### src/rtl/binary_to_gray_pkg.sv
// Shared definitions for the binary/Gray converter family.
// Helpers work on 32-bit values; callers zero-extend narrower operands.
package binary_to_gray_pkg;

  localparam int DEFAULT_WIDTH = 4;
  localparam int MAX_WIDTH     = 32;

  function automatic logic [MAX_WIDTH-1:0] bin2gray(input logic [MAX_WIDTH-1:0] bin);
    return bin ^ (bin >> 1);
  endfunction

  // Each binary bit is the XOR of all Gray bits from the MSB down to it.
  function automatic logic [MAX_WIDTH-1:0] gray2bin(input logic [MAX_WIDTH-1:0] gray);
    logic [MAX_WIDTH-1:0] bin;
    bin[MAX_WIDTH-1] = gray[MAX_WIDTH-1];
    for (int k = MAX_WIDTH - 2; k >= 0; k--) begin
      bin[k] = bin[k+1] ^ gray[k];
    end
    return bin;
  endfunction

endpackage

### src/rtl/binary_to_gray_if.sv
// Bundle of the converter's data/qualifier signals.
// check_err exists only when BINARY_TO_GRAY_CHECK_EN is defined.
interface binary_to_gray_if
  import binary_to_gray_pkg::*;
#(
  parameter int WIDTH = DEFAULT_WIDTH
);

  logic             in_valid;
  logic [WIDTH-1:0] bin_in;
  logic [WIDTH-1:0] gray_comb;
  logic             out_valid;
  logic [WIDTH-1:0] gray_out;
`ifdef BINARY_TO_GRAY_CHECK_EN
  logic             check_err;
`endif

  modport master (
    output in_valid,
    output bin_in,
    input  gray_comb,
    input  out_valid,
`ifdef BINARY_TO_GRAY_CHECK_EN
    input  check_err,
`endif
    input  gray_out
  );

  modport slave (
    input  in_valid,
    input  bin_in,
    output gray_comb,
    output out_valid,
`ifdef BINARY_TO_GRAY_CHECK_EN
    output check_err,
`endif
    output gray_out
  );

endinterface

### src/rtl/binary_to_gray_g2b.sv
// gray_to_binary: combinational Gray-to-binary decoder, reusable by
// any consumer of Gray-coded pointers.
module gray_to_binary
  import binary_to_gray_pkg::*;
#(
  parameter int WIDTH = DEFAULT_WIDTH
) (
  input  logic [WIDTH-1:0] gray_i,
  output logic [WIDTH-1:0] bin_o
);

  assign bin_o = WIDTH'(gray2bin(MAX_WIDTH'(gray_i)));

endmodule

### src/rtl/binary_to_gray.sv
// Registered binary-to-Gray converter with a combinational tap.
// Define BINARY_TO_GRAY_CHECK_EN to add the inverse-decode self check.
module binary_to_gray
  import binary_to_gray_pkg::*;
#(
  parameter int WIDTH = DEFAULT_WIDTH
) (
  input  logic             clk,
  input  logic             rst,
  binary_to_gray_if.slave  bus
);

  logic [WIDTH-1:0] gray_s;
  logic [WIDTH-1:0] gray_d;
  logic [WIDTH-1:0] gray_q;
  logic             valid_d;
  logic             valid_q;

  assign gray_s        = WIDTH'(bin2gray(MAX_WIDTH'(bus.bin_in)));
  assign bus.gray_comb = gray_s;

  always_comb begin
    gray_d  = gray_q;
    valid_d = 1'b0;
    if (bus.in_valid) begin
      gray_d  = gray_s;
      valid_d = 1'b1;
    end else begin
      gray_d  = gray_q;
      valid_d = 1'b0;
    end
  end

  always_ff @(posedge clk) begin
    if (rst) begin
      gray_q  <= {WIDTH{1'b0}};
      valid_q <= 1'b0;
    end else begin
      gray_q  <= gray_d;
      valid_q <= valid_d;
    end
  end

  assign bus.gray_out  = gray_q;
  assign bus.out_valid = valid_q;

`ifdef BINARY_TO_GRAY_CHECK_EN
  logic [WIDTH-1:0] bin_d;
  logic [WIDTH-1:0] bin_q;
  logic [WIDTH-1:0] dec_s;

  always_comb begin
    bin_d = bin_q;
    if (bus.in_valid) begin
      bin_d = bus.bin_in;
    end else begin
      bin_d = bin_q;
    end
  end

  // Keeps the binary source alongside gray_q so the decode can be cross-checked.
  always_ff @(posedge clk) begin
    if (rst) begin
      bin_q <= {WIDTH{1'b0}};
    end else begin
      bin_q <= bin_d;
    end
  end

  gray_to_binary #(.WIDTH(WIDTH)) u_dec (
    .gray_i (gray_q),
    .bin_o  (dec_s)
  );

  assign bus.check_err = valid_q & (dec_s != bin_q);
`endif

endmodule

### src/flat_wrapper.sv
// flat-port wrapper written by rule: the top's interface ports become plain ports
module binary_to_gray_flat import binary_to_gray_pkg::*;
#(
  parameter int WIDTH = DEFAULT_WIDTH
)
  (clk, rst, bus_in_valid, bus_bin_in, bus_gray_comb, bus_out_valid, bus_gray_out);
  binary_to_gray_if #(.WIDTH(WIDTH)) bus_i ();
  input  logic clk;
  input  logic rst;
  input wire logic [$bits(bus_i.in_valid)-1:0] bus_in_valid;
  input wire logic [$bits(bus_i.bin_in)-1:0] bus_bin_in;
  output wire logic [$bits(bus_i.gray_comb)-1:0] bus_gray_comb;
  output wire logic [$bits(bus_i.out_valid)-1:0] bus_out_valid;
  output wire logic [$bits(bus_i.gray_out)-1:0] bus_gray_out;
  assign bus_i.in_valid = bus_in_valid;
  assign bus_i.bin_in = bus_bin_in;
  assign bus_gray_comb = bus_i.gray_comb;
  assign bus_out_valid = bus_i.out_valid;
  assign bus_gray_out = bus_i.gray_out;
  binary_to_gray #(.WIDTH(WIDTH)) u_core (.clk(clk), .rst(rst), .bus(bus_i));
endmodule
### config.mk
export PLATFORM = sky130hd
export DESIGN_NAME = binary_to_gray_flat
export DESIGN_NICKNAME = d
export VERILOG_FILES = /design/src/rtl/binary_to_gray_pkg.sv /design/src/rtl/binary_to_gray_if.sv /design/src/rtl/binary_to_gray_g2b.sv /design/src/rtl/binary_to_gray.sv /design/src/flat_wrapper.sv
export SDC_FILE = /design/constraint.sdc
export NUM_CORES = 1
export LEC_CHECK = 0
export ABC_AREA = 1
export CAP_MARGIN = 0
export CELL_PAD_IN_SITES_DETAIL_PLACEMENT = 0
export CELL_PAD_IN_SITES_GLOBAL_PLACEMENT = 1
export CORE_AREA = 2 2 39 41
export CTS_CLUSTER_DIAMETER = 80
export DETAILED_ROUTE_END_ITERATION = 8
export DIE_AREA = 0 0 41 43
export MAX_ROUTING_LAYER = met4
export PLACE_DENSITY = 0.64
export SLEW_MARGIN = 20
export SYNTH_ARGS = -nofsm -noshare
export SYNTH_HDL_FRONTEND = slang
export SYNTH_SLANG_ARGS = --single-unit
### constraint.sdc
create_clock -name clk -period 0.8 [get_ports clk]
set_input_delay 0.08 -clock clk [delete_from_list [all_inputs] [get_ports clk]]
set_output_delay 0.08 -clock clk [all_outputs]
set_load 0.01 [all_outputs]
## After elaboration in Yosys (flattened, before gate mapping)

Cells that the tools add are included.

| storage, ports and cells | value |
|---|---|
| latch bits | 0 |
| memory bits (writable) | 0 |
| register bits | 5 |
| bits in read-only memories | 0 |
| input bits | 7 |
| memories kept | 0 |

| operators by class | value |
|---|---|
| reductions and logical operators | 0 |
| shift operators | 0 |
| muxes and demuxes | 1 |
| multipliers | 0 |
| order comparisons | 0 |
| divide/modulo/power cells | 0 |
| bitwise gates (word level) | 1 |
| eq/ne operators | 0 |
| add/sub/neg operators | 0 |

Operator list:

| kind | count |
|---|---|
| XOR 4 x 3 -> 4 bit | 1 |
| 2-to-1 mux 1 bit | 1 |

## Longest topological paths before layout

| logic depth | value |
|---|---|
| word-level depth | 1 |
| mapped depth | 5 |
| mapped depth without buffers | 5 |

## Worst setup path after synthesis

OpenSTA, ideal clock, no wires.

| timing | value |
|---|---|
| kind | reg-to-reg |
| from | register, netlist name u_core.bus.gray_out[0] |
| to | register u_core.gray_q[0], in the netlist u_core.bus.gray_out[0] |
| cell stages (with the launch flop) | 5 |
| path slack | 0.160 ns |
| data arrival time | 0.531 ns |
| setup time | 0.109 ns |
| buffers on the path | 0 |
| period minus slack after synthesis | 0.640 ns |
| cell sequence | dfxtp_1 -> nor2_1 -> nor2_1 -> nand2_1 -> inv_1 |

RTL lines:

| item | RTL line | RTL |
|---|---|---|
| end signal: assignment | binary_to_gray.sv:36 | `gray_q <= {WIDTH{1'b0}};` |
| end signal: assignment | binary_to_gray.sv:39 | `gray_q <= gray_d;` |
| end: declaration | binary_to_gray.sv:15 | `logic [WIDTH-1:0] gray_q;` |

## Worst setup path after layout

| timing | value |
|---|---|
| from | register u_core.gray_q[1], in the netlist u_core.bus.gray_out[1] |
| to | output port bus_gray_out[1] |

RTL lines:

| item | RTL line | RTL |
|---|---|---|
| end: declaration | flat_wrapper.sv:14 | `output wire logic [$bits(bus_i.gray_out)-1:0] bus_gray_out;` |

No word-level cell between the ends.

==> results.json <==
{
  "outcome": "completed",
  "finalInstanceArea_um2": 442,
  "via_count": 305,
  "syn_area_per_cell_um2": 6.19,
  "synth_largest_area_cell": "dfxtp_1",
  "wire_per_inst_um": 7.00,
  "tritoncts": "yes",
  "cts_made_buffers": 3,
  "power_per_cell_area_mw_per_mm2": 1640,
  "grt_first_pass_wirelength_um": 876,
  "clock_tree.htree_level_count": 1,
  "syn_nets": 47,
  "critical_path_arrival_ns": 0.68,
  "worstSetupPathType": "flop to output pin",
  "detail_route.wirelength_um": 567,
  "report.final.slew_viol_count": 0,
  "clkLatencyLatePin_ns": 0.24,
  "finalNetCount": 73,
  "irDropWorstVdd_mv": 0.840,
  "drc": 0,
  "rsz0062_at_grt": "yes",
  "detailedPlacementHpwl_um": 464,
  "via_per_inst": 3.77,
  "grt_usage_pct": 7.71,
  "fp.dieArea_mm2": 0.00176,
  "worst_pin_slew_ns": 0.168,
  "finalSetupViolCount": 0,
  "grt_start_max_net_pins": 9,
  "worst_hold_path_type": "input port to flop",
  "drt_iter0_drc": 1,
  "worst_setup_hold_path_clk_slew_ns": 0.04,
  "area.growth.synth_to_final_pct": 78.3,
  "synth_area_leaders": "dfxtp_1, nand2_1, inv_1, nor2_1, nand3_1",
  "max-slew-margin-rel_pct": 88.8,
  "power.leakage_uw": 0.000270,
  "synth.ff_latch_count": 5,
  "setup.worst_path.start_class": "flop",
  "root_buffer": "clkbuf_4",
  "grt_overflow_total": 0,
  "placed_cells": 76,
  "worst_ep_required_time_ns": 0.72,
  "timing.critical_path.fanout_max": 2,
  "floorplan.core_area_mm2": 0.00138,
  "fp.dieH_um": 43,
  "synth.cell_area_um2": 248,
  "cts.sinks": 5,
  "grt_pass1_vias": 240,
  "final_core_util_pct": 31.9,
  "layoutNonFillerInstCount": 81,
  "max_freq_mhz": 1310,
  "fraction_of_layout_cells_with_a_size_suffix_above_1_pct": 35.4,
  "period_share_pct": 95.2,
  "skew_ns": 0,
  "cp_top_family": "flip-flops",
  "boundaryPins": 16,
  "cts-root-to-sink-buffers": 2,
  "number_of_antenna_violations_at_the_first_check_in_global_routing": 0,
  "first_pass_detailed_route_iteration_total": 2,
  "postSynthCellCount": 40,
  "std_cell_rows": 14,
  "drt.antenna.violating_nets": 0,
  "slowest_delay_ns": 0.32,
  "ys_types": 9,
  "cp_cell_sequence": "buf_2",
  "floorplan.initialDensity_pct": 17.9,
  "dpl-instance-area_um2": 452,
  "synthesis.yosys.warnings": 0,
  "ys_seq_area_share_pct": 40.4,
  "drv_cap": 0,
  "port_buffers": 15,
  "endpoint_kind": "output pin",
  "synth_top_cell_area_share_pct": 40.4,
  "cts_hold_buf": 0,
  "final-hold-violation-count": 0,
  "count_of_buffering_cells_on_the_critical_path_with_inverters_included": 1,
  "antenna_cells_inserted": 0,
  "post-route-min-period_ns": 0.762,
  "chipWidth_um": 41,
  "gpl.final_weighted_congestion": 0.686,
  "critical-path-slowest-cell": "dfxtp_1"
}
path summary, 6_finish.rpt:
path,endpoint,slack (ns),start,cells past startpoint
setup / recovery,bus_gray_out[1],0.04,u_core.bus.gray_out[1],1
hold / removal,u_core.bus.gray_out[3],0.28,bus_bin_in[3],3
setup reg to reg,u_core.bus.gray_out[0],0.17,u_core.bus.gray_out[0],4
hold reg to reg,u_core.bus.gray_out[3],0.46,u_core.bus.gray_out[3],2
cell families (layout without fill, tap and decap cells):
| group | after synthesis | count (layout) | synth area share [%] |
|---|---|---|---|
| buf+inv | 10 | 35 | 19.7 |
| compound gates | 1 | 1 | 2.02 |
| simple gates | 24 | 24 | 37.9 |
| flops | 5 | 5 | 40.4 |
cells in the final DEF, fill, tap and decap left out, types with 2 or more instances in the layout:
cell / count
inv_1: 6
buf_2: 8
nand3_1: 3
buf_4: 8
inv_2: 2
dlygate4sd2_1: 5
nand2_1: 14
clkbuf_4: 3
dfxtp_2: 2
clkdlybuf4s50_1: 2
nor2_1: 7
dfxtp_1: 3
report_power, final:
group | internal [uW] | total (uW) | switching (uW)
registers | 268 | 274 | 6.14
logic | 84.1 | 160 | 75.7
clock network | 188 | 289 | 100
total | 540 | 723 | 182
per-layer routing:
metal	routed length (um)	part of all wire [%]	track usage [%]
met4	0	0	2.00
met1	217	38	8.01
met5	0	0	-
met2	289	51	10.9
met3	60	11	6.28
flip-flops by register name (all words and copies together), names as in the netlist:
register and flops:
u_core.bus.gray_out 4, u_core.bus.out_valid 1
timing repair:
item,in CTS,in global routing
resized for setup,37,3
gates cloned,0,0
buffers inserted,1,0
hold endpoints to repair,0,0
endpoints found under the setup margin,12,5
pin swaps,0,1
cell usage after synthesis:
library cell,number
nand2_1,14
inv_1,7
nor2_1,7
dfxtp_1,5
nand3_1,3
a21oi_1,1
buf_4,1
buf_6,1
inv_2,1
cell type report:
type | count | area (um2)
Fill cell | 172 | 942
Timing Repair Buffer | 23 | 164
Sequential cell | 5 | 103
Multi-Input combinational cell | 25 | 98.8
Inverter | 8 | 30.0
Clock buffer | 4 | 26.3
Tap cell | 16 | 20.0
per-stage QoR:
step / power, uW / setup TNS [ns] / setup slack, ns / hold WS [ns]
2_1_floorplan: 352 / 0 / 0.160 / 0.149
3_3_place_gp: 473 / -3.95 / -0.600 / 0.455
3_5_place_dp: 474 / -3.82 / -0.573 / 0.457
4_1_cts: 741 / 0 / 0.0101 / 0.287
5_1_grt: 774 / -0.0108 / -0.0108 / 0.290
6_report: 723 / 0 / 0.0383 / 0.281
Power figures use the tool's default switching activity.
